===== config.mk =====
export PLATFORM = sky130hd
export DESIGN_NAME = pipeline_hazard_ctrl
export DESIGN_NICKNAME = d
export VERILOG_FILES = /design/src/rtl/pipeline_hazard_ctrl.sv
export SDC_FILE = /design/constraint.sdc
export NUM_CORES = 1
export LEC_CHECK = 0
export ABC_AREA = 1
export ABC_CLOCK_PERIOD_IN_PS = 1600
export CAP_MARGIN = 20
export CORE_UTILIZATION = 30
export DETAILED_ROUTE_END_ITERATION = 8
export GPL_TIMING_DRIVEN = 0
export HOLD_SLACK_MARGIN = 0.15
export PLACE_DENSITY = 0.68
export SYNTH_ARGS = -nofsm -noshare
export SYNTH_HDL_FRONTEND = slang
export SYNTH_SLANG_ARGS = --single-unit
export TNS_END_PERCENT = 5

===== constraint.sdc =====
create_clock -name clk -period 1.6 [get_ports clk]
set_input_delay 0.16 -clock clk [delete_from_list [all_inputs] [get_ports clk]]
set_output_delay 0.16 -clock clk [all_outputs]
set_load 0.05 [all_outputs]

===== src/rtl/pipeline_hazard_ctrl.sv =====
// Pipeline hazard controller: stall/flush sequencing, operand forwarding and a memory-wait watchdog.
// Optional performance counters are built when HAZ_PERFCNT_EN is defined.
module pipeline_hazard_ctrl #(
    parameter int REG_W       = 4,
    parameter int PC_REG      = 15,
    parameter int FETCH_LAT   = 1,
    parameter int MEM_TIMEOUT = 16
) (
    input  logic             clk,
    input  logic             reset,
    input  logic             id_valid,
    input  logic [REG_W-1:0] id_rn,
    input  logic [REG_W-1:0] id_rm,
    input  logic [REG_W-1:0] ex_rn,
    input  logic [REG_W-1:0] ex_rm,
    input  logic [REG_W-1:0] ex_rd,
    input  logic             ex_rwrite,
    input  logic             ex_load,
    input  logic             branch_taken,
    input  logic [REG_W-1:0] mem_rd,
    input  logic             mem_rwrite,
    input  logic [REG_W-1:0] wb_rd,
    input  logic             wb_rwrite,
    input  logic             mem_req,
    input  logic             mem_ready,
    output logic             stall_fd,
    output logic             stall_de,
    output logic             stall_em,
    output logic             flush_fd,
    output logic             flush_de,
    output logic [1:0]       fwd_a,
    output logic [1:0]       fwd_b,
    output logic             mem_err,
    output logic [31:0]      stall_cnt,
    output logic [31:0]      flush_cnt
);

    localparam int WAIT_W = $clog2(MEM_TIMEOUT + 1);

    localparam logic [0:0] ST_RUN      = 1'b0;
    localparam logic [0:0] ST_BR_FLUSH = 1'b1;

    localparam logic [REG_W-1:0]  PC_IDX   = REG_W'(PC_REG);
    localparam logic [WAIT_W-1:0] WAIT_MAX = WAIT_W'(MEM_TIMEOUT);
    localparam logic [WAIT_W-1:0] WAIT_ONE = WAIT_W'(1);
    localparam logic [2:0]        BR_LOAD  = 3'(FETCH_LAT);

    logic [0:0]        state_r;
    logic [0:0]        state_nxt_s;
    logic [2:0]        br_cnt_r;
    logic [2:0]        br_cnt_nxt_s;
    logic [WAIT_W-1:0] wait_cnt_r;
    logic [WAIT_W-1:0] wait_cnt_nxt_s;
    logic              mem_err_r;
    logic              err_set_s;

    logic              mem_busy_s;
    logic              timeout_hit_s;
    logic              stall_mem_s;
    logic              load_use_s;

    logic              stall_fd_s;
    logic              stall_de_s;
    logic              stall_em_s;
    logic              flush_fd_s;
    logic              flush_de_s;
    logic [1:0]        fwd_a_s;
    logic [1:0]        fwd_b_s;

    // Memory stage result takes precedence over writeback; the PC index is never forwarded.
    function automatic logic [1:0] fwd_sel(
        input logic [REG_W-1:0] src,
        input logic             m_we,
        input logic [REG_W-1:0] m_rd,
        input logic             w_we,
        input logic [REG_W-1:0] w_rd
    );
        logic [1:0] sel;
        if (src == PC_IDX) begin
            sel = 2'b00;
        end else if (m_we && (m_rd == src)) begin
            sel = 2'b10;
        end else if (w_we && (w_rd == src)) begin
            sel = 2'b01;
        end else begin
            sel = 2'b00;
        end
        return sel;
    endfunction

    assign mem_busy_s    = mem_req && !mem_ready;
    assign timeout_hit_s = (wait_cnt_r == WAIT_MAX);
    assign stall_mem_s   = mem_busy_s && !timeout_hit_s;
    assign load_use_s    = id_valid && ex_load && ex_rwrite && (ex_rd != PC_IDX) &&
                           ((ex_rd == id_rn) || (ex_rd == id_rm));
    assign fwd_a_s       = fwd_sel(ex_rn, mem_rwrite, mem_rd, wb_rwrite, wb_rd);
    assign fwd_b_s       = fwd_sel(ex_rm, mem_rwrite, mem_rd, wb_rwrite, wb_rd);

    // Watchdog: count consecutive busy cycles, abort the wait when the limit is reached.
    always_comb begin
        wait_cnt_nxt_s = wait_cnt_r;
        err_set_s      = 1'b0;
        if (!mem_busy_s) begin
            wait_cnt_nxt_s = {WAIT_W{1'b0}};
        end else if (timeout_hit_s) begin
            wait_cnt_nxt_s = {WAIT_W{1'b0}};
            err_set_s      = 1'b1;
        end else begin
            wait_cnt_nxt_s = wait_cnt_r + WAIT_ONE;
        end
    end

    // Prioritised stall/flush decision and branch-flush sequencing.
    always_comb begin
        stall_fd_s   = 1'b0;
        stall_de_s   = 1'b0;
        stall_em_s   = 1'b0;
        flush_fd_s   = 1'b0;
        flush_de_s   = 1'b0;
        state_nxt_s  = state_r;
        br_cnt_nxt_s = br_cnt_r;
        if (stall_mem_s) begin
            stall_fd_s = 1'b1;
            stall_de_s = 1'b1;
            stall_em_s = 1'b1;
        end else if (branch_taken) begin
            flush_fd_s = 1'b1;
            flush_de_s = 1'b1;
            if (FETCH_LAT > 0) begin
                state_nxt_s  = ST_BR_FLUSH;
                br_cnt_nxt_s = BR_LOAD;
            end else begin
                state_nxt_s  = ST_RUN;
                br_cnt_nxt_s = 3'd0;
            end
        end else if (state_r == ST_BR_FLUSH) begin
            flush_fd_s = 1'b1;
            if (br_cnt_r <= 3'd1) begin
                state_nxt_s  = ST_RUN;
                br_cnt_nxt_s = 3'd0;
            end else begin
                br_cnt_nxt_s = br_cnt_r - 3'd1;
            end
        end else if ((state_r == ST_RUN) && load_use_s) begin
            stall_fd_s = 1'b1;
            flush_de_s = 1'b1;
        end else begin
            stall_fd_s = 1'b0;
            flush_de_s = 1'b0;
        end
    end

    // Control state, branch-flush counter, wait counter and sticky error flag.
    always_ff @(posedge clk or posedge reset) begin
        if (reset) begin
            state_r    <= ST_RUN;
            br_cnt_r   <= 3'd0;
            wait_cnt_r <= {WAIT_W{1'b0}};
            mem_err_r  <= 1'b0;
        end else begin
            state_r    <= state_nxt_s;
            br_cnt_r   <= br_cnt_nxt_s;
            wait_cnt_r <= wait_cnt_nxt_s;
            if (err_set_s) begin
                mem_err_r <= 1'b1;
            end
        end
    end

    // Outputs are forced quiet while reset is held so they drop without a clock edge.
    always_comb begin
        if (reset) begin
            stall_fd = 1'b0;
            stall_de = 1'b0;
            stall_em = 1'b0;
            flush_fd = 1'b0;
            flush_de = 1'b0;
            fwd_a    = 2'b00;
            fwd_b    = 2'b00;
            mem_err  = 1'b0;
        end else begin
            stall_fd = stall_fd_s;
            stall_de = stall_de_s;
            stall_em = stall_em_s;
            flush_fd = flush_fd_s;
            flush_de = flush_de_s;
            fwd_a    = fwd_a_s;
            fwd_b    = fwd_b_s;
            mem_err  = mem_err_r || err_set_s;
        end
    end

`ifdef HAZ_PERFCNT_EN
    logic [31:0] stall_cnt_r;
    logic [31:0] flush_cnt_r;

    // Saturating performance counters for stall and flush cycles.
    always_ff @(posedge clk or posedge reset) begin
        if (reset) begin
            stall_cnt_r <= 32'd0;
            flush_cnt_r <= 32'd0;
        end else begin
            if (stall_fd_s && (stall_cnt_r != 32'hFFFF_FFFF)) begin
                stall_cnt_r <= stall_cnt_r + 32'd1;
            end
            if ((flush_fd_s || flush_de_s) && (flush_cnt_r != 32'hFFFF_FFFF)) begin
                flush_cnt_r <= flush_cnt_r + 32'd1;
            end
        end
    end

    assign stall_cnt = stall_cnt_r;
    assign flush_cnt = flush_cnt_r;
`else
    assign stall_cnt = 32'd0;
    assign flush_cnt = 32'd0;
`endif

endmodule


==> flow_metrics.tcl, run 1 <==
set metrics [dict create \
    outcome "finished, final reports clean" \
    cts_root_buf "clkbuf_8" \
    finalCritPeriodShare_pct 97.5 \
    p_per_area_nw_per_um2 569 \
    clk_latency_ns 0.24 \
    start_util_pct 31.5 \
    slew_violations 0 \
    cts.sinks 10 \
    die_h_um 72.7 \
    initialDrtViolationCount 40 \
    ir_drop_uv 319 \
    overflow 0 \
    synth.avg_cell_area_um2 6.60 \
    post-place-ws_ns -1.00 \
    tns_ns 0 \
    p_leak_nw 1.57 \
    synth_top_family_by_area "buffers and inverters" \
    crit_path_start_kind "flop" \
    clk_path_buf_depth 2 \
    wl_per_cell_um 7.86 \
    crit_path_end "stall_fd" \
    syn_inst 227 \
    rr_startpoint "wait_cnt_r[2]" \
    finClkSkew_ns 0.00505 \
    core-area_um2 4750 \
    yosys.area.top_type "buf_4" \
    hold_violations 0 \
    die_x_um 72.7 \
    netlist_area_um2 1500 \
    num_vias 1530 \
    regToRegSetupSlack_ns 0.31 \
    grt_max_degree 9 \
    cap_violations 0 \
    nets 395 \
    wirelength_mm 3.30 \
    viasPerCell 3.65 \
    hold_class "input port to async pin" \
    synth_simple_gate_area_share_pct 25.5 \
    drive_above_1_share_pct 33.2 \
    critPathRequiredTime_ns 1.44 \
    h-tree-depth 1 \
    synth.area.mux_share_pct 0 \
    rsz0062_at_grt "true" \
    synth_cell_types 27 \
    synth-seq-area-share_pct 16.7 \
    die_area_um2 5280 \
    path_max_fanout 6 \
    placementRows 25 \
    ios 112 \
    synth_top_area_share_pct 32.6 \
    criticalPathCategory "flop to output pin" \
    cp.arrival_ns 1.40 \
    reg2regPathDepth 7 \
    io_buffers 47 \
    ant_nets 0 \
    place_hpwl_mm 2.64 \
    numCtsBuffers 3 \
    gp_congestion 0.782 \
    setup_viol 0 \
    drc_errors 0 \
    cts_hold_buf 0 \
    antenna_found_initial 0 \
    synth_top_flop_cell "dfrtp_1" \
    fin_ws_ns 0.0405 \
    min_period_ns 1.56 \
    crit_start "wait_cnt_r[0]" \
    grt_pass1_vias 1159 \
    grt_pass1_wl_mm 4.57 \
    postLayoutCoreUtil_pct 53.7 \
    synth_xor_area_share_pct 4.09 \
    cts.reportedPaths.clkPinSlew_ns 0.05 \
    cts_tree "built" \
    synth_seq_cells 10 \
    diodes 0 \
    yosysWarnings 0 \
    synth-edff-count 0 \
    track_usage_pct 10.8 \
    max_freq_ghz 0.641 \
    synth_compound_area_share_pct 10.7 \
    drtPass1Iterations 4 \
    synth.top_cells.by_area "buf_4 (33%), dfrtp_1 (17%), nand2_1 (11%), inv_1 (7.8%), a21oi_1 (4.0%)" \
    end_kind "output pin" \
    async_flop_share_pct 100 \
    reg2reg_to "br_cnt_r[1]" \
    synthToLayoutAreaGrowth_pct 70.4 \
    synthAdderAreaFrac_pct 2.50 \
]
-- sequential cells by signal (all words and copies together), names as in the netlist --
signal,count
state_r,1
mem_err_r,1
wait_cnt_r,5
br_cnt_r,3
-- layout make-up --
class	instances	area (um2)
Tap cell	67	83.8
Multi-Input combinational cell	184	963
Clock buffer	3	41.3
Fill cell	477	2200
Inverter	31	120
Buffer	65	488
Sequential cell	10	251
Timing Repair Buffer	59	606
-- cell usage in the layout, fill, tap and decap left out, types with 4 or more instances in the layout --
cell,instances
o22ai_1,5
buf_4,78
nor2_1,13
xor2_1,4
nor3_1,4
clkdlybuf4s50_1,17
inv_1,26
dfrtp_1,9
nor2_2,4
a21oi_2,4
inv_2,4
conb_1,64
nand4_1,7
dlymetal6s2s_1,18
a21oi_1,9
nand2_1,41
buf_6,8
-- worst max-delay path: stages, from the launching register on --
cell and delay [ns]:
dfrtp_1 0.36, inv_2 0.05, ha_4 0.16, nand3_4 0.08, nand2_8 0.09, buf_6 0.13, a21oi_2 0.12, buf_6 0.17
-- worst min path at each step --
stage	end	slack [ns]	cells after the start
floorplan	br_cnt_r[0]	0.04	1
global placement	mem_err_r	0.43	2
detailed placement	mem_err_r	0.46	2
CTS	mem_err_r	0.18	3
global route	mem_err_r	0.23	3
finish	br_cnt_r[0]	0.19	3
-- timing repair --
item | 4_1_cts | 5_1_grt
setup endpoints to repair | 10 | 10
buffers inserted | 5 | 7
resized for setup | 69 | 44
pin swaps | 3 | 15
-- cell usage after synthesis, drive strengths merged (3+ instances only) --
master / number
dfrtp: 10
nand4: 7
nor2: 19
xor2: 4
xnor2: 3
nand3: 4
a21oi: 13
nor3b: 3
nand2: 46
inv: 31
ha: 3
o22ai: 5
o21ai: 6
nor3: 4
buf: 65
-- power by group --
group,switching (W),internal (W),leakage (nW)
clock network,0.0000931,0.000164,0.0216
registers,0.0000219,0.000282,0.125
logic,0.000575,0.000318,1.42
total,0.000690,0.000764,1.57
-- per-layer routing --
metal / up-vias / routed length (um) / global-route usage (%)
met5: - / 0 / 0
met4: 0 / 36 / 3.92
met3: 4 / 369 / 3.45
met2: 69 / 1640 / 19.2
met1: 624 / 1250 / 12.1
li1: 833 / - / -
-- through the flow --
| stage | instances | cell area, um2 | hold slack (ns) | power [W] |
|---|---|---|---|---|
| after CTS | 412 | 2370 | 0.179 | 0.00142 |
| after global routing | 419 | 2550 | 0.225 | 0.00154 |
| final | 419 | 2550 | 0.190 | 0.00145 |
| after global placement | 404 | 2300 | 0.435 | 0.00114 |
| after floorplan | 290 | 1740 | 0.0410 | 0.000982 |
| after detailed placement | 404 | 2300 | 0.459 | 0.00115 |
-- logic make-up (layout without fill, tap and decap cells) --
| group | Yosys count | count (layout) |
|---|---|---|
| buffers and inverters | 96 | 158 |
| flip-flops | 10 | 10 |
| AO/OA/AOI/OAI | 26 | 26 |
| AND/OR/NAND/NOR | 84 | 84 |
| XOR/XNOR | 7 | 7 |
| other | 1 | 64 |
| adder cells (fa/ha/maj) | 3 | 3 |
Note: power is estimated with default switching activity, not from simulation.
==> run 2: changes to the inputs <==
SETUP_SLACK_MARGIN = 0.1   (was not set)
==> run 2 against run 1 <==
Hold slack lost 0.011 ns. Critical endpoint is now flush_de. Via count shrank 1.1%. Clock skew is essentially flat. Die area is the same. Sequential cell count is the same.
==> flow_metrics.tcl, run 2 (synthesized netlist as in run 1, its figures left out) <==
set metrics [dict create \
    outcome "finished, final reports clean" \
    numCtsBuffers 3 \
    reg_top3 "wait_cnt_r: 5 flops, br_cnt_r: 3 flops" \
    h-tree-depth 1 \
    crit_start "wait_cnt_r[0]" \
    slew_violations 0 \
    postLayoutCoreUtil_pct 51.5 \
    ant_nets 0 \
    rr_startpoint "wait_cnt_r[0]" \
    die_x_um 72.7 \
    gp_congestion 0.782 \
    place_hpwl_mm 2.64 \
    drive_above_1_share_pct 33.2 \
    cts_tree "built" \
    p_leak_nw 1.44 \
    path_max_fanout 6 \
    antenna_found_initial 0 \
    p_int_w 0.000746 \
    finClkSkew_ns 0.00490 \
    pwr-share-seq_pct 21.1 \
    cts_root_buf "clkbuf_8" \
    comb_power_share_pct 60.8 \
    io_buffers 47 \
    start_util_pct 31.5 \
    end_kind "output pin" \
    final_area_um2 2450 \
    postPlaceCellArea_um2 2300 \
    die_h_um 72.7 \
    post-place-ws_ns -1.00 \
    p_per_area_nw_per_um2 584 \
    die_area_um2 5280 \
    p_sw_share_pct 47.8 \
    critPathRequiredTime_ns 1.44 \
    wirelength_mm 3.19 \
    core-area_um2 4750 \
    criticalPathCategory "flop to output pin" \
    grt_pass1_vias 1201 \
    largest_reg_flops 5 \
    clk_latency_ns 0.24 \
    nets 392 \
    grt_max_degree 7 \
    clkPwrFrac_pct 18.1 \
    ir_drop_uv 328 \
    place_inst 404 \
    largest_register "wait_cnt_r" \
    drtPass1Iterations 4 \
    power_switching_w 0.000684 \
    cp.arrival_ns 1.43 \
    final_cell_count_no_fill 416 \
    min_period_ns 1.59 \
    initialDrtViolationCount 43 \
    grt_pass1_wl_mm 4.69 \
    overflow 0 \
    cts.reportedPaths.clkPinSlew_ns 0.05 \
    max_freq_ghz 0.628 \
    setup_viol 0 \
    hold_class "input port to async pin" \
    synthToLayoutAreaGrowth_pct 63.3 \
    num_vias 1513 \
    fin_ws_ns 0.00703 \
    cts.sinks 10 \
    final_cell_mix "buf_4 (76), conb_1 (64), nand2_1 (41), inv_1 (24), dlygate4sd2_1 (17)" \
    crit_path_start_kind "flop" \
    clk_path_buf_depth 2 \
    ios 112 \
    hold_violations 0 \
    finalCritPeriodShare_pct 99.6 \
    cap_violations 0 \
    placementRows 25 \
    wl_per_cell_um 7.66 \
    drc_errors 0 \
    finalPower_w 0.00143 \
    viasPerCell 3.64 \
    rsz0062_at_grt "true" \
    final_common_cell "buf_4" \
    diodes 0 \
    track_usage_pct 11.1 \
]
[run 2: path summary, 6_finish.rpt]
path	to	cells after the start	slack, ns
setup / recovery	flush_de	7	0.007
hold / removal	br_cnt_r[0]	3	0.18
setup reg to reg	br_cnt_r[0]	8	0.28
hold reg to reg	mem_err_r	2	0.46
max in group asynchronous	wait_cnt_r[1]	4	1.16
min in group clk	mem_err_r	2	0.46
[run 2: layout make-up]
cell class	instances	area, um2
Fill cell	489	2310
Tap cell	67	83.8
Clock buffer	3	41.3
Inverter	31	120
Timing Repair Buffer	56	538
Multi-Input combinational cell	184	926
Sequential cell	10	250
Buffer	65	488
[run 2: power by group through the flow]
stage	clock network, W	logic, W	registers (W)
after floorplan	0	0.000679	0.000303
after global placement	0	0.000838	0.000306
after detailed placement	0	0.000843	0.000307
after CTS	0.000266	0.000861	0.000302
after global routing	0.000269	0.000936	0.000306
final	0.000259	0.000868	0.000302
[run 2: what timing repair did]
item,in CTS,in global routing
hold buffers,0,0
resized for setup,99,14
pin swaps,13,9
endpoints found under the setup margin,10,10
buffers inserted,9,0
hold endpoints to repair,0,0
[run 2: worst max-delay path, cell delays in order, from the launching register on]
cell     delay [ns]
dfrtp_1        0.38
inv_1          0.06
ha_2           0.18
nand3_2        0.10
nand2_4        0.13
nand2_2        0.06
a21oi_2        0.12
buf_6          0.17
[run 2: metal layers]
metal	track usage (%)	wire length, um
met1	12.4	1210
met2	19.9	1570
met3	3.45	372
met4	3.92	33
met5	0	0
[run 2: metrics by stage]
stage	TNS (ns)	hold slack, ns
4_1_cts	-0.00470	0.190
3_3_place_gp	-7.04	0.435
5_1_grt	-0.275	0.208
6_report	0	0.179
3_5_place_dp	-7.10	0.459
2_1_floorplan	-1.09	0.0410
